### src/rtl/base_arbmux.sv
// Round-robin, packet-aware arbitrating multiplexer with a registered output stage.
// Once a way wins it keeps the output until it delivers its end-of-packet beat.
module base_arbmux #(
  parameter int ways  = 2,
  parameter int width = 8
) (
  input  logic                  clk,
  input  logic                  reset_n,
  input  logic [0:ways-1]       i_v,
  output logic [0:ways-1]       i_r,
  input  logic [0:ways*width-1] i_d,
  input  logic [0:ways-1]       i_e,
  output logic                  o_v,
  input  logic                  o_r,
  output logic [0:width-1]      o_d,
  output logic                  o_e,
  output logic [0:ways-1]       o_sel
);

  localparam int              pw       = (ways > 1) ? $clog2(ways) : 1;
  localparam logic [pw:0]     ways_w   = (pw+1)'(ways);
  localparam logic [pw-1:0]   last_way = pw'(ways - 1);

  // arbitration state
  logic [pw-1:0] ptr_reg, ptr_next;
  logic [pw-1:0] lock_way_reg, lock_way_next;
  logic          lock_reg, lock_next;

  // output register
  logic             o_v_reg;
  logic [0:width-1] o_d_reg;
  logic             o_e_reg;
  logic [0:ways-1]  o_sel_reg;

  logic [0:width-1] way_d [ways];
  logic [pw-1:0]    grant_idx;
  logic             grant_any;
  logic [0:ways-1]  grant;
  logic [pw:0]      cand;
  logic             load;
  logic             accept;

  assign load   = ~o_v_reg | o_r;
  assign accept = load & grant_any;

  genvar gi;
  generate
    for (gi = 0; gi < ways; gi++) begin : g_way
      assign way_d[gi] = i_d[gi*width +: width];
      assign grant[gi] = grant_any & (grant_idx == pw'(gi));
      // gated by reset so no way sees a handshake while the block is held in reset
      assign i_r[gi]   = reset_n & load & grant[gi];
    end
  endgenerate

  // Rotating priority search starting at ptr; a lock overrides the search entirely.
  always_comb begin
    grant_any = 1'b0;
    grant_idx = '0;
    cand      = '0;
    if (lock_reg) begin
      grant_any = i_v[lock_way_reg];
      grant_idx = lock_way_reg;
    end else begin
      for (int i = 0; i < ways; i++) begin
        cand = {1'b0, ptr_reg} + (pw+1)'(i);
        if (cand >= ways_w) begin
          cand = cand - ways_w;
        end
        if (!grant_any && i_v[cand[pw-1:0]]) begin
          grant_any = 1'b1;
          grant_idx = cand[pw-1:0];
        end
      end
    end
  end

  always_comb begin
    ptr_next      = ptr_reg;
    lock_next     = lock_reg;
    lock_way_next = lock_way_reg;
    if (accept) begin
      if (i_e[grant_idx]) begin
        lock_next = 1'b0;
        ptr_next  = (grant_idx == last_way) ? '0 : grant_idx + pw'(1);
      end else begin
        lock_next     = 1'b1;
        lock_way_next = grant_idx;
      end
    end
  end

  always_ff @(posedge clk or negedge reset_n) begin
    if (!reset_n) begin
      ptr_reg      <= '0;
      lock_reg     <= 1'b0;
      lock_way_reg <= '0;
    end else begin
      ptr_reg      <= ptr_next;
      lock_reg     <= lock_next;
      lock_way_reg <= lock_way_next;
    end
  end

  // Payload only changes on a capture, so it stays put while the beat is stalled.
  always_ff @(posedge clk or negedge reset_n) begin
    if (!reset_n) begin
      o_v_reg   <= 1'b0;
      o_d_reg   <= '0;
      o_e_reg   <= 1'b0;
      o_sel_reg <= '0;
    end else if (load) begin
      o_v_reg <= grant_any;
      if (grant_any) begin
        o_d_reg   <= way_d[grant_idx];
        o_e_reg   <= i_e[grant_idx];
        o_sel_reg <= grant;
      end
    end
  end

  assign o_v   = o_v_reg;
  assign o_d   = o_d_reg;
  assign o_e   = o_e_reg;
  assign o_sel = o_sel_reg;

endmodule

### config.mk
export PLATFORM = sky130hd
export DESIGN_NAME = base_arbmux
export DESIGN_NICKNAME = d
export VERILOG_FILES = /design/src/rtl/base_arbmux.sv
export SDC_FILE = /design/constraint.sdc
export NUM_CORES = 1
export LEC_CHECK = 0
export ABC_AREA = 1
export BUFFER_PORTS_ARGS = -buffer_cell sky130_fd_sc_hd__buf_2
export CORE_MARGIN = 3
export CORE_UTILIZATION = 45
export CTS_CLUSTER_SIZE = 8
export DETAILED_ROUTE_END_ITERATION = 12
export PLACE_DENSITY = 0.77
export SLEW_MARGIN = 20
export SYNTH_ARGS = -nofsm -noshare
export SYNTH_HDL_FRONTEND = slang
export SYNTH_SLANG_ARGS = --single-unit
### constraint.sdc
create_clock -name clk -period 1.78 [get_ports clk]
set_clock_uncertainty 0.15 [all_clocks]
set_input_delay 0.356 -clock clk [delete_from_list [all_inputs] [get_ports clk]]
set_output_delay 0.356 -clock clk [all_outputs]
set_load 0.05 [all_outputs]
# --- After elaboration in Yosys (flattened, before gate mapping) ---
# Cells that the tools add are included.
# Widths: inputs -> output; s select.
word_totals:
  romBits: 0
  mem_bits_rw: 0
  elab_cells: 64
  memories: 0
  input_bits: 23
  latch_bits: 0
  regBits: 15
  output_inout_bits: 14
classes:
  n_div: 0
  mux: 28
  n_eq_ne: 0
  n_mul: 0
  add_sub_neg: 4
  bitwise: 14
  shift: 0
  n_lt_le_gt_ge: 6
  n_reduce_logical: 5
ops:
  columns: ["op", "n"]
  rows:
  - ["$mux 1", 25]
  - ["$mux 8", 3]
  - ["$ge 2x2->1 const B", 5]
  - ["$not 1->2", 4]
  - ["$and 1x1->1", 6]
  - ["$reduce_and 2->1", 3]
  - ["$not 1->1", 3]
  - ["$add 1x1->2 const B", 1]
  - ["$ge 1x2->1 const B", 1]
  - ["$sub 1x1->1 const B", 2]
  - ["$add 1x1->1 const B", 1]
  - ["$logic_and 1x1->1", 1]
  - ["$logic_not 1->1", 1]
  - ["$or 1x1->1", 1]

# --- Logic depth before layout (Yosys ltp) ---
# Gate-level depths: netlist of run 1.
logic_depth:
  word_depth: 19
  depth_mapped: 8
  ltp_nobuf: 8

# --- Worst setup path before layout of run 1 ---
# OpenSTA, ideal clock, no wires.
synth_path:
  path_type: "register -> output"
  start: "register o_v_reg, in the netlist o_v"
  end: "output port i_r[0] in the netlist's numbering"
  path_slack_ns: -0.786
  path_buffers: 1
  arrival_time_ns: 2.060
  required_ns: 1.274
  path_stages_with_launch: 7
  path_cell_list: "dfrtp_1 inv_1 nor2_1 inv_1 nand2_4 buf_6 nor3_1"
synth_between:
  elab_chain_len: 4
synth_lines:
  columns: ["item", "line", "source"]
  rows:
  - ["from (decl)", "30", "logic o_v_reg;"]
  - ["from (signal assigned)", "113", "o_v_reg <= grant_any;"]
  - ["$not 1->1", "43", "assign load = ~o_v_reg | o_r;"]
  - ["$or 1x1->1", "43", null]
  - ["$and 1x1->1 (2 in a row)", "52", "assign i_r[gi] = reset_n & load & grant[gi];"]
  - ["to (decl)", "10", "output logic [0:ways-1] i_r,"]
# No other way between the ends.

# --- Worst setup path in the final report of run 1 ---
layout_path:
  start: "register lock_reg"
  end: "output port i_r[0] in the netlist's numbering"
layout_between:
  elab_chain_len: 4
  word_cells_on_any_way: 5
  cone_classes: "mux: 2; bitwise: 3"
layout_lines:
  columns: ["item", "line", "source"]
  rows:
  - ["from (decl)", "27", "logic lock_reg, lock_next;"]
  - ["from (signal assigned)", "100", "lock_reg <= lock_next;"]
  - ["$mux 1", "61", "if (lock_reg) begin"]
  - ["$not 1->1", "50", "assign grant[gi] = grant_any & (grant_idx == pw'(gi));"]
  - ["$and 1x1->1 *", "50", null]
  - ["$and 1x1->1 *", "52", null]
# Every way passes the cells marked *; elsewhere a longest branch is shown, timed or not.

==> impl_metrics.env, run 1 <==
export IMPL_run_status="finished, violations left"
export IMPL_violations="negative setup slack"
export IMPL_synth_nets=126
export IMPL_ys_warn_count=0
export IMPL_ys_seq_elements=15
export IMPL_p_per_area_nw_per_um2=1900
export IMPL_start_util_pct=50.71
export IMPL_root_buffer="clkbuf_4"
export IMPL_synth_top_area_share_pct=46.44
export IMPL_gp_congestion=0.7297
export IMPL_dpl_cell_count=165
export IMPL_layout_drive_gt1_share_pct=44.44
export IMPL_reg2reg_from="lock_reg$_DFFE_PN0N_"
export IMPL_die_h_um=48.38
export IMPL_finish_utilization_pct=72.84
export IMPL_setup_tns_ns=-0.2776
export IMPL_seq_area_frac_synth_pct=46.44
export IMPL_syn_avg_cell_area_um2=7.847
export IMPL_hold_path_class="in2reg"
export IMPL_nets=177
export IMPL_dpl_cell_area_um2=1044
export IMPL_drv_cap=0
export IMPL_dr_pass1_iters=4
export IMPL_place_ws_ns=0.04813
export IMPL_io_buffer_count=36
export IMPL_coreArea_um2=1594
export IMPL_worst_slack_ns=-0.1389
export IMPL_final_cell_mix="nand2_1 (39), buf_2 (34), inv_1 (14), dfrtp_1 (14), buf_4 (11)"
export IMPL_timing_final_crit_share_pct=107.8
export IMPL_initialDrtViolationCount=13
export IMPL_grt_pass1_wl_um=3291
export IMPL_setup_viol=2
export IMPL_wl_per_cell_um=11.43
export IMPL_largest_reg_flops=8
export IMPL_instances_no_fill=177
export IMPL_rows=14
export IMPL_reg2reg_depth=7
export IMPL_end_kind="output port"
export IMPL_crit_path_max_incr_delay_ns=0.44
export IMPL_drc=0
export IMPL_cts_reportedPaths_clkPinSlew_ns=0.10
export IMPL_syn_area_um2=808.3
export IMPL_hp_start="i_d[3]"
export IMPL_syn_to_final_growth_pct=43.65
export IMPL_critPathMaxFanout=4
export IMPL_ant_nets=0
export IMPL_antenna_found_initial=0
export IMPL_worst_pin_slew_ns=0.3329
export IMPL_synthDistinctLibCells=15
export IMPL_clock_latency_ns=0.28
export IMPL_rsz0062_at_grt="true"
export IMPL_fin_area_um2=1161
export IMPL_path_depth=6
export IMPL_cp_num_buf_inv=3
export IMPL_fmax_ghz=0.5211
export IMPL_path_cells="nand2_2 > buf_6 > nand2_4 > buf_6 > nor3_4 > buf_6"
export IMPL_grt_start_max_net_pins=16
export IMPL_path_delay_family="flip-flops"
export IMPL_die_w_um=48.38
export IMPL_power_mw=2.206
export IMPL_fin_crit_ns=1.919
export IMPL_htree_num_levels=1
export IMPL_grt_pass1_vias=732
export IMPL_finalHoldViolCount=0
export IMPL_start_kind="register"
export IMPL_slowest_stage="dfrtp_1"
export IMPL_netlist_instances=103
export IMPL_cts_buffer_depth=2
export IMPL_p_leak_nw=0.6660
export IMPL_dieArea_um2=2341
export IMPL_grt_usage_pct=17.95
export IMPL_clkSinkCount=15
export IMPL_final_common_cell="nand2_1"
export IMPL_vias=823
export IMPL_hpwlAfterDp_um=1425
export IMPL_peakVddDrop_v=0.001020
export IMPL_cts_buffers=3
export IMPL_overflow=0
export IMPL_cp_startpoint="lock_reg$_DFFE_PN0N_"
export IMPL_synth_area_leaders="dfrtp_1 (46%), nand2_1 (18%), inv_1 (7.4%)"
export IMPL_whs_ns=0.1623
export IMPL_cts_tree="done"
export IMPL_drv_slew=0
export IMPL_viasPerCell=4.650
export IMPL_drt_total_wl_um=2023
export IMPL_n_antenna_cell=0
export IMPL_synth_area_leader_cell="dfrtp_1"
export IMPL_critPathRequiredTime_ns=1.27
export IMPL_ioPinCount=37
export IMPL_criticalPathCategory="reg2out"
export IMPL_max_slew_margin_pct=77.80
export IMPL_hold_path_depth=3
export IMPL_crit_arrival_ns=1.41
export IMPL_critical_path_most_common_cell="buf_6"
-- power by group --
group          internal, mW  leakage (nW)  total, mW  switching (mW)
Sequential            0.509         0.180      0.612           0.102
Combinational         0.430         0.469       1.39           0.964
Clock                0.0833        0.0177      0.200           0.117
-- final timing paths --
kind                                       to  slack [ns]
min                        o_d[3]$_DFFE_PN0N_        0.16
max in group asynchronous     o_v$_DFFE_PN0N_        0.90
min in group asynchronous     o_e$_DFFE_PN0N_        0.39
max reg2reg                o_d[0]$_DFFE_PN0N_        0.14
max                                    i_r[0]       -0.14
min reg2reg                o_d[2]$_DFFE_PN0N_        0.33
-- tightest hold or removal path: cells and delay by family --
family                 cells  cell delay [ns]
and+or+nand+nor            1             0.06
AOI/OAI and AO/OA          1             0.08
buffers and inverters      1             0.07
-- kinds of logic (layout without fill, tap and decap cells) --
logic type / Yosys count / after routing / synth area share [%]
and+or+nand+nor: 58 / 58 / 31.89
buffers and inverters: 20 / 70 / 12.54
DFF: 15 / 15 / 46.44
AOI/OAI and AO/OA: 10 / 10 / 9.133
-- what timing repair did --
action,CTS,global route
gates resized for setup,5,3
endpoints found under the hold margin,15,0
hold buffers,1,0
pin swaps,7,3
endpoints found under the setup margin,2,2
buffers inserted,3,4
-- final cells by class --
class | instances | area, µm²
fill | 129 | 432.9
sequential | 15 | 376.6
inverter | 16 | 60.06
timing repair buffer | 50 | 307.8
clock inverter | 1 | 5.005
clock buffer | 3 | 22.52
multi-input combinational | 68 | 359.1
tap | 24 | 30.03
-- Yosys cell counts --
cell,instances
nand2_1,39
inv_1,16
dfrtp_1,15
o211ai_1,8
nand2_2,6
nor2_1,5
nand3_1,4
buf_6,3
a21oi_2,1
buf_4,1
nand2_4,1
nand4_1,1
nor3_1,1
nor3b_2,1
o21ai_0,1
-- per-layer routing --
layer	routed length, µm	GRT usage [%]	vias to the layer above
met5	0	0	-
met4	14	5.687	0
met3	103	3.067	2
met2	1046	31.88	30
met1	857	22.13	372
li1	-	-	419
(Power assumes the default switching activity.)
==> run 2: changes to the inputs <==
- GPL_ROUTABILITY_DRIVEN: unset -> 1
- TNS_END_PERCENT: unset -> 50
==> run 2 against run 1 <==
Compared with the run above:
- the flow still finishes with violations (negative setup slack)
- register-to-register slack worse by 0.03 ns
- first-iteration DRC count is 54% lower
- worst setup slack better by 0.010 ns
- via count down 1.5%
- die area unchanged
- wire length decreased by 3.3%
- critical path type unchanged
- critical endpoint is now i_r[1]
==> impl_metrics.env, run 2 (same netlist as run 1, synthesis figures left out) <==
export IMPL_setup_viol=2
export IMPL_final_common_cell="nand2_1"
export IMPL_vias=811
export IMPL_slowest_stage="dfrtp_1"
export IMPL_critPathRequiredTime_ns=1.27
export IMPL_peakVddDrop_v=0.001058
export IMPL_reg2reg_from="lock_reg$_DFFE_PN0N_"
export IMPL_max_slew_margin_pct=83.46
export IMPL_crit_arrival_ns=1.40
export IMPL_viasPerCell=4.634
export IMPL_dr_pass1_iters=2
export IMPL_finalHoldViolCount=0
export IMPL_whs_ns=0.1689
export IMPL_place_ws_ns=0.02759
export IMPL_crit_path_max_incr_delay_ns=0.44
export IMPL_gp_congestion=0.8040
export IMPL_io_buffer_count=36
export IMPL_die_w_um=48.38
export IMPL_n_antenna_cell=0
export IMPL_clockPowerShare_pct=9.2
export IMPL_grt_pass1_vias=774
export IMPL_ioPinCount=37
export IMPL_largest_reg_flops=8
export IMPL_cp_startpoint="lock_reg$_DFFE_PN0N_"
export IMPL_htree_num_levels=1
export IMPL_die_h_um=48.38
export IMPL_p_comb_share_pct=62.4
export IMPL_finish_utilization_pct=72.06
export IMPL_cts_buffer_depth=2
export IMPL_clkSinkCount=15
export IMPL_worst_pin_slew_ns=0.2476
export IMPL_grt_start_max_net_pins=22
export IMPL_drt_total_wl_um=1956
export IMPL_p_leak_nw=0.6525
export IMPL_cts_tree="done"
export IMPL_grt_pass1_wl_um=3256
export IMPL_criticalPathCategory="reg2out"
export IMPL_r2r_slack_ns=0.11
export IMPL_root_buffer="clkbuf_4"
export IMPL_reg2reg_to="o_d[1]$_DFFE_PN0N_"
export IMPL_path_cells="nand2_2 > nand2_2 > nand2_2 > nand2_4 > nor3b_4 > buf_6"
export IMPL_end_kind="output port"
export IMPL_worst_slack_ns=-0.1289
export IMPL_path_depth=6
export IMPL_antenna_found_initial=0
export IMPL_clock_latency_ns=0.28
export IMPL_dieArea_um2=2341
export IMPL_layout_drive_gt1_share_pct=43.05
export IMPL_cp_num_buf_inv=1
export IMPL_rows=14
export IMPL_seq_power_share_pct=28.4
export IMPL_syn_to_final_growth_pct=42.11
export IMPL_cp_endpoint="i_r[1]"
export IMPL_fmax_ghz=0.5239
export IMPL_start_kind="register"
export IMPL_timing_final_crit_share_pct=107.2
export IMPL_hpwlAfterDp_um=1348
export IMPL_critical_path_most_common_cell="nand2_2"
export IMPL_hp_start="i_d[5]"
export IMPL_overflow=0
export IMPL_violations="negative setup slack"
export IMPL_start_util_pct=50.71
export IMPL_hold_path_class="in2reg"
export IMPL_path_delay_family="simple AND/OR/NAND/NOR gates"
export IMPL_reg2reg_depth=8
export IMPL_drc=0
export IMPL_ant_nets=0
export IMPL_p_sw_share_pct=54.00
export IMPL_fin_crit_ns=1.909
export IMPL_final_cell_mix="nand2_1 (39), buf_2 (34), inv_1 (14), dfrtp_1 (14), buf_4 (10)"
export IMPL_rsz0062_at_grt="true"
export IMPL_critPathMaxFanout=4
export IMPL_wl_per_cell_um=11.18
export IMPL_coreArea_um2=1594
export IMPL_grt_usage_pct=17.30
export IMPL_p_int_mw=0.9890
export IMPL_setup_tns_ns=-0.1931
export IMPL_drv_cap=0
export IMPL_switchingPower_mw=1.161
export IMPL_cts_buffers=3
export IMPL_run_status="finished, violations left"
export IMPL_nets=175
export IMPL_p_per_area_nw_per_um2=1872
export IMPL_cts_reportedPaths_clkPinSlew_ns=0.09
export IMPL_drv_slew=0
export IMPL_initialDrtViolationCount=6
==> run 2: timing repair <==
item | CTS | global route
buffers inserted | 6 | 1
resized for setup | 6 | 2
pin swaps | 7 | 6
endpoints found under the setup margin | 2 | 2
endpoints found under the hold margin | 15 | 0
hold buffers | 1 | 0
==> run 2: final cells by class <==
type,count,area [µm²]
repair buffers,48,289.0
fillers,134,445.4
multi-input cells,68,366.6
inverters,16,60.06
clock buffers,4,26.28
flip-flops and latches,15,376.6
well taps,24,30.03
==> run 2: how the worst min path moves through the flow <==
stage | end | cells past startpoint | slack (ns)
final | o_d[5]$_DFFE_PN0N_ | 3 | 0.17
after global routing | o_d[4]$_DFFE_PN0N_ | 3 | 0.17
after CTS | o_d[4]$_DFFE_PN0N_ | 3 | 0.17
after detailed placement | o_d[3]$_DFFE_PN0N_ | 2 | 0.18
after global placement | o_sel[0]$_DFFE_PN0N_ | 2 | 0.17
after floorplan | lock_reg$_DFFE_PN0N_ | 0 | -0.09
==> run 2: through the flow <==
stage / instance area [µm²] / instances / total power [mW]
floorplan: 829.5 / 103 / 1.608
global placement: 1028 / 163 / 1.830
detailed placement: 1028 / 163 / 1.854
CTS: 1130 / 174 / 2.135
global route: 1149 / 175 / 2.296
finish: 1149 / 175 / 2.150
==> run 2: routing by layer <==
metal  vias to the layer above  track usage (%)  part of all wire [%]
li1                        414                -                     -
met1                       368            20.20                    42
met2                        25            31.19                    52
met3                         4            2.454                   5.2
met4                         0            8.057                   1.1
met5                         -                0                     0
==> run 2: power groups by stage <==
stage | Sequential (mW) | Combinational (mW) | Clock [mW]
after floorplan | 1.08 | 0.527 | 0
after global placement | 0.608 | 1.22 | 0
after detailed placement | 0.613 | 1.24 | 0
after CTS | 0.611 | 1.33 | 0.197
after global routing | 0.640 | 1.44 | 0.219
final | 0.611 | 1.34 | 0.197
==> run 2: tightest hold or removal path: stages <==
cell      delay [ns]
buf_2           0.08
o211ai_1        0.08
nand2_1         0.06
